**src/rtl/acc_pkg.sv**
```systemverilog
// Shared accumulator-path constants and the store-buffer handshake state encoding.
// Imported by the accumulator, ALU and store buffer so their widths stay consistent.
package acc_pkg;

   localparam int ACC_W      = 16;
   localparam int MEM_ADDR_W = 10;

   typedef enum logic {
      IDLE = 1'b0,
      REQ  = 1'b1
   } sb_state_t;

endpackage

```
**src/rtl/acc_fifo.sv**
```systemverilog
// Synchronous FIFO of DEPTH entries holding pending (address, data) store pairs.
// Head entry is presented combinationally on rdata; pointers wrap modulo DEPTH.
module acc_fifo
   import acc_pkg::*;
#(
   parameter int WIDTH = ACC_W + MEM_ADDR_W,
   parameter int DEPTH = 4
) (
   input  logic                     clk,
   input  logic                     rst,
   input  logic                     push,
   input  logic                     pop,
   input  logic [WIDTH-1:0]         wdata,
   output logic [WIDTH-1:0]         rdata,
   output logic                     full,
   output logic                     empty,
   output logic [$clog2(DEPTH):0]   count
);

   localparam int PTR_W = $clog2(DEPTH);
   localparam int CNT_W = PTR_W + 1;

   logic [WIDTH-1:0] mem [DEPTH];
   logic [PTR_W-1:0] wr_ptr;
   logic [PTR_W-1:0] rd_ptr;
   logic             push_ok;
   logic             pop_ok;

   // Guard against illegal push/pop so the pointers can never overrun.
   assign push_ok = push && !full;
   assign pop_ok  = pop && !empty;

   assign full  = (count == CNT_W'(DEPTH));
   assign empty = (count == '0);
   assign rdata = mem[rd_ptr];

   // NOTE: sequential state uses non-blocking assignments so every register
   // samples its inputs from before the edge, independent of statement order.
   always_ff @(posedge clk or negedge rst) begin
      if (!rst) begin
         wr_ptr <= '0;
         rd_ptr <= '0;
         count  <= '0;
      end else begin
         if (push_ok) wr_ptr <= wr_ptr + 1'b1;
         if (pop_ok)  rd_ptr <= rd_ptr + 1'b1;
         case ({push_ok, pop_ok})
            2'b10:   count <= count + 1'b1;
            2'b01:   count <= count - 1'b1;
            default: count <= count;
         endcase
      end
   end

   // NOTE: the storage array is deliberately not reset; validity is defined
   // entirely by the pointers and count, and an unreset array maps to plain RAM.
   always_ff @(posedge clk) begin
      if (push_ok) mem[wr_ptr] <= wdata;
   end

endmodule

```
**src/rtl/acc_store_buffer.sv**
```systemverilog
// Accumulator store buffer: queues STA (address, acc) pairs and drains them to
// data memory through a registered req/ack handshake, strictly in FIFO order.
module acc_store_buffer
   import acc_pkg::*;
#(
   parameter int DATA_W = ACC_W,
   parameter int ADDR_W = MEM_ADDR_W,
   parameter int DEPTH  = 4
) (
   input  logic                   clk,
   input  logic                   rst,
   input  logic                   st_valid,
   output logic                   st_ready,
   input  logic [ADDR_W-1:0]      st_addr,
   input  logic [DATA_W-1:0]      acc,
   output logic                   mem_req,
   output logic [ADDR_W-1:0]      mem_addr,
   output logic [DATA_W-1:0]      mem_wdata,
   input  logic                   mem_ack,
   output logic [$clog2(DEPTH):0] count,
   output logic                   busy,
   output logic                   err_spurious_ack
);

   localparam int ENTRY_W = ADDR_W + DATA_W;

   sb_state_t          state;
   sb_state_t          next_state;
   logic               push;
   logic               pop;
   logic               load;
   logic               full;
   logic               empty;
   logic [ENTRY_W-1:0] head;

   // No bypass: a pop in the same cycle does not open a slot while full.
   assign st_ready = !full;
   assign push     = st_valid && st_ready;
   assign busy     = !empty || (state != IDLE);

   acc_fifo #(
      .WIDTH (ENTRY_W),
      .DEPTH (DEPTH)
   ) u_fifo (
      .clk   (clk),
      .rst   (rst),
      .push  (push),
      .pop   (pop),
      .wdata ({st_addr, acc}),
      .rdata (head),
      .full  (full),
      .empty (empty),
      .count (count)
   );

   always_ff @(posedge clk or negedge rst) begin
      if (!rst) state <= IDLE;
      else      state <= next_state;
   end

   // NOTE: every signal driven here gets a default first, so no path through
   // the case can leave one unassigned and infer a latch.
   always_comb begin
      next_state = state;
      load       = 1'b0;
      pop        = 1'b0;
      case (state)
         IDLE: begin
            if (!empty) begin
               next_state = REQ;
               load       = 1'b1;
            end
         end
         REQ: begin
            if (mem_ack) begin
               next_state = IDLE;
               pop        = 1'b1;
            end
         end
         default: next_state = IDLE;
      endcase
   end

   // Address and data are captured once on entry to REQ and held until the ack.
   always_ff @(posedge clk or negedge rst) begin
      if (!rst) begin
         mem_req   <= 1'b0;
         mem_addr  <= '0;
         mem_wdata <= '0;
      end else if (load) begin
         mem_req   <= 1'b1;
         mem_addr  <= head[ENTRY_W-1 -: ADDR_W];
         mem_wdata <= head[DATA_W-1:0];
      end else if (pop) begin
         mem_req   <= 1'b0;
      end
   end

   always_ff @(posedge clk or negedge rst) begin
      if (!rst)                     err_spurious_ack <= 1'b0;
      else if (mem_ack && !mem_req) err_spurious_ack <= 1'b1;
   end

endmodule

```
**config.mk**
```make
export PLATFORM = sky130hd
export DESIGN_NAME = acc_store_buffer
export DESIGN_NICKNAME = d
export VERILOG_FILES = /design/src/rtl/acc_pkg.sv /design/src/rtl/acc_fifo.sv /design/src/rtl/acc_store_buffer.sv
export SDC_FILE = /design/constraint.sdc
export NUM_CORES = 1
export LEC_CHECK = 0
export CAP_MARGIN = 20
export CORE_MARGIN = 2
export CORE_UTILIZATION = 31
export CTS_CLUSTER_DIAMETER = 50
export DETAILED_ROUTE_END_ITERATION = 7
export PLACE_DENSITY_LB_ADDON = 0.1
export SYNTH_ARGS = -nofsm -noshare
export SYNTH_HDL_FRONTEND = slang
export SYNTH_SLANG_ARGS = --single-unit
```
**constraint.sdc**
```tcl
create_clock -name clk -period 5.05 [get_ports clk]
set_input_delay 1.2625 -clock clk [delete_from_list [all_inputs] [get_ports clk]]
set_output_delay 1.2625 -clock clk [all_outputs]
set_load 0.02 [all_outputs]
```
==> flow_metrics.env <==
export IMPL_rows=48
export IMPL_ctsHoldBuffers=0
export IMPL_skew_ns=0.00694
export IMPL_drc_errors=0
export IMPL_ctsRootBufferMaster="clkbuf_16"
export IMPL_synth_distinct_cells=30
export IMPL_max_slew_margin_pct=35.2
export IMPL_hold_viol_final=0
export IMPL_grt_setup_unrepaired="false"
export IMPL_leakage_uw=0.00242
export IMPL_whs_ns=0.450
export IMPL_crit_fanout=6
export IMPL_cts_buffers=17
export IMPL_p_int_uw=3010
export IMPL_synthXorXnorAreaFrac_pct=0.977
export IMPL_synth_nets=273
export IMPL_pre_cts_ws_ns=1.87
export IMPL_grt_use_total_pct=11.7
export IMPL_mostFrequentLayoutCells="edfxtp_1 (104), clkdlybuf4s50_1 (61), dfrtp_1 (35), mux2_4 (19), mux4_2 (18)"
export IMPL_clkPwrFrac_pct=26.8
export IMPL_yosys_warnings=0
export IMPL_cts_tree="done"
export IMPL_rr_startpoint="u_fifo.count[0]$_DFFE_PN0P_"
export IMPL_crit_path_max_incr_delay_ns=0.55
export IMPL_path_clk_slew_ns=0.05
export IMPL_fin_util_pct=39.6
export IMPL_post_drt_wl_per_cell_um=17.7
export IMPL_synth_fa_ha_area_share_pct=1.53
export IMPL_wl_um=9760
export IMPL_cp_required_ns=3.79
export IMPL_path_class="flip-flop to output pin"
export IMPL_clk_insertion_delay_late_ns=0.41
export IMPL_cts_buffer_depth=2
export IMPL_clock_sinks=140
export IMPL_drive_gt1_share_pct=25.2
export IMPL_routed_via_count=2382
export IMPL_cts_resized=0
export IMPL_overflow=0
export IMPL_crit_chain="or3b_4 -> clkdlybuf4s50_1"
export IMPL_fmax_mhz=319
export IMPL_final_nets=348
export IMPL_synth_top_family_by_area="multiplexers"
export IMPL_holdCritStartpoint="err_spurious_ack$_DFFE_PN0P_"
export IMPL_final_antenna_net_count=0
export IMPL_cap_violations=0
export IMPL_synth_area_per_cell_um2=22.7
export IMPL_final_max_slew_viol_count=0
export IMPL_grt_pass1_wl_um=15200
export IMPL_placed_area_mm2=0.00621
export IMPL_drt_initial_drc_count=155
export IMPL_fin_crit_sh_pct=62.0
export IMPL_syn_inst=237
export IMPL_nFillCells=1541
export IMPL_mappedNetlistArea_mm2=0.00538
export IMPL_holdPathStages=1
export IMPL_status="complete, no violations"
export IMPL_ir_drop_uv=272
export IMPL_final_common_cell="edfxtp_1"
export IMPL_core_mm2=0.0171
export IMPL_stdcell_area_mm2=0.00678
export IMPL_hold_path_class="flip-flop to flip-flop"
export IMPL_synthMuxAreaShare_pct=18.6
export IMPL_critPathSlowestCell="clkdlybuf4s50_1"
export IMPL_comb_power_share_pct=31.4
export IMPL_worst_pin_slew_ns=0.972
export IMPL_io_pins=63
export IMPL_endpoint_kind="output pin"
export IMPL_r2r_cells=9
export IMPL_p_per_area_mw_per_mm2=622
export IMPL_fin_crit_ns=3.13
export IMPL_die_height_um=136
export IMPL_postCtsSetupBuffers=0
export IMPL_hpwl_um=5480
export IMPL_die_x_um=136
export IMPL_die_area_mm2=0.0184
export IMPL_power_share_sequential_pct=41.8
export IMPL_antenna_found_initial=0
export IMPL_r2r_slack_ns=2.82
export IMPL_worst_slack_ns=1.92
export IMPL_port_buffer_count=62
export IMPL_drtPass1Iterations=5
export IMPL_gp_routability_congestion=0.670
export IMPL_swShare_pct=28.7
export IMPL_grt_pass1_vias=2592
export IMPL_p_sw_uw=1210
export IMPL_synth_seq_area_share_pct=74.8
export IMPL_grt_max_degree=37
export IMPL_syn_to_final_growth_pct=26.0
export IMPL_antennaDiodeCount=0
export IMPL_ys_seq_elements=140
export IMPL_hold_path_end="err_spurious_ack$_DFFE_PN0P_"
export IMPL_finalSetupTns_ns=0
export IMPL_final_setup_viol_count=0
export IMPL_routed_via_density=4.33
export IMPL_start_util_pct=31.4
export IMPL_synth_compound_area_share_pct=0.698
export IMPL_crit_arrival_ns=1.87
export IMPL_synth_simple_area_share_pct=1.40
export IMPL_reg2reg_to="u_fifo.count[2]$_DFFE_PN0P_"
export IMPL_critPathLaunchType="flip-flop"
export IMPL_htreeDepth=4
[cells by family (layout without fill, tap and decap cells)]
| group | count (synthesis) | in the layout |
|---|---|---|
| compound gates | 5 | 5 |
| simple gates | 11 | 11 |
| mux | 54 | 54 |
| flops | 140 | 140 |
| buf+inv | 15 | 103 |
| xor+xnor | 6 | 6 |
| fa+ha+maj | 6 | 6 |
[worst max path at each step]
| stage | cells past startpoint | end | slack (ns) | startpoint |
|---|---|---|---|---|
| 2_1_floorplan | 7 | u_fifo.count[2]$_DFFE_PN0P_ | 2.53 | mem_ack |
| 3_3_place_gp | 8 | u_fifo.count[2]$_DFFE_PN0P_ | 1.92 | mem_ack |
| 3_5_place_dp | 8 | u_fifo.count[2]$_DFFE_PN0P_ | 1.87 | mem_ack |
| 4_1_cts | 2 | st_ready | 1.88 | u_fifo.count[0]$_DFFE_PN0P_ |
| 5_1_grt | 3 | busy | 1.80 | u_fifo.count[0]$_DFFE_PN0P_ |
| 6_report | 2 | st_ready | 1.92 | u_fifo.count[0]$_DFFE_PN0P_ |
[power by group through the flow]
stage                     clock network [uW]  logic, uW  registers [uW]
after floorplan                            0        805            1850
after global placement                     0       1340            1780
after detailed placement                   0       1340            1790
after CTS                               1160       1350            1770
after global routing                    1220       1430            1810
final                                   1130       1320            1760
[Yosys cell counts]
| master | instances | area (um2) |
|---|---|---|
| mux4_2 | 18 | 405 |
| buf_12 | 2 | 40.0 |
| buf_2 | 1 | 5.00 |
| inv_1 | 7 | 26.3 |
| mux2_4 | 19 | 285 |
| xnor2_1 | 3 | 26.3 |
| o311a_1 | 1 | 10.0 |
| dfrtp_1 | 36 | 901 |
| nor3_2 | 1 | 10.0 |
| buf_1 | 1 | 3.75 |
| nand2_1 | 1 | 3.75 |
| and2_4 | 1 | 8.76 |
| buf_6 | 2 | 22.5 |
| nand2b_1 | 1 | 6.26 |
| fa_1 | 1 | 20.0 |
| nor2_2 | 1 | 6.26 |
| xor2_1 | 3 | 26.3 |
| nor2_1 | 1 | 3.75 |
| clkbuf_1 | 1 | 3.75 |
| mux4_1 | 8 | 210 |
| mux2_2 | 8 | 90.1 |
| a21o_1 | 1 | 7.51 |
| and3_1 | 4 | 25.0 |
| mux2i_1 | 1 | 10.0 |
| o21ai_0 | 1 | 5.00 |
| or3b_4 | 1 | 11.3 |
| ha_1 | 5 | 62.6 |
| edfxtp_1 | 104 | 3120 |
| a21boi_0 | 2 | 15.0 |
| buf_4 | 1 | 7.51 |
[routing by layer]
metal | up-vias | global-route usage [%] | routed length, um
li1 | 1100 | - | -
met1 | 1218 | 15.2 | 4660
met2 | 51 | 18.0 | 4560
met3 | 13 | 3.93 | 378
met4 | 0 | 4.69 | 165
met5 | - | 0 | 0
[state kept, by name, summed over array words and instances (netlist names)]
signal / flops
err_spurious_ack: 1
state: 1
mem_req: 1
mem_addr: 10
u_fifo.mem: 104
u_fifo.count: 3
u_fifo.rd_ptr: 2
mem_wdata: 16
u_fifo.wr_ptr: 2
[critical path: cells and delay by family (launching register included)]
kind	cells	cell delay [ns]
DFF	1	0.45
and+or+nand+nor	1	0.46
buffers and inverters	1	0.55
[cell type report]
type	instances	area, um2	share of cell area, %
Clock buffer	23	468	6.90
Clock inverter	9	71.3	1.05
Inverter	7	26.3	0.387
Multi-Input combinational cell	82	1260	18.6
Sequential cell	140	4030	59.4
Tap cell	225	282	4.15
Timing Repair Buffer	64	651	9.59
[per-stage QoR]
step / power, uW / instances
after floorplan: 2660 / 237
after global placement: 3130 / 517
after detailed placement: 3130 / 517
after CTS: 4280 / 549
after global routing: 4460 / 550
final: 4220 / 550
(Power assumes the default switching activity.)
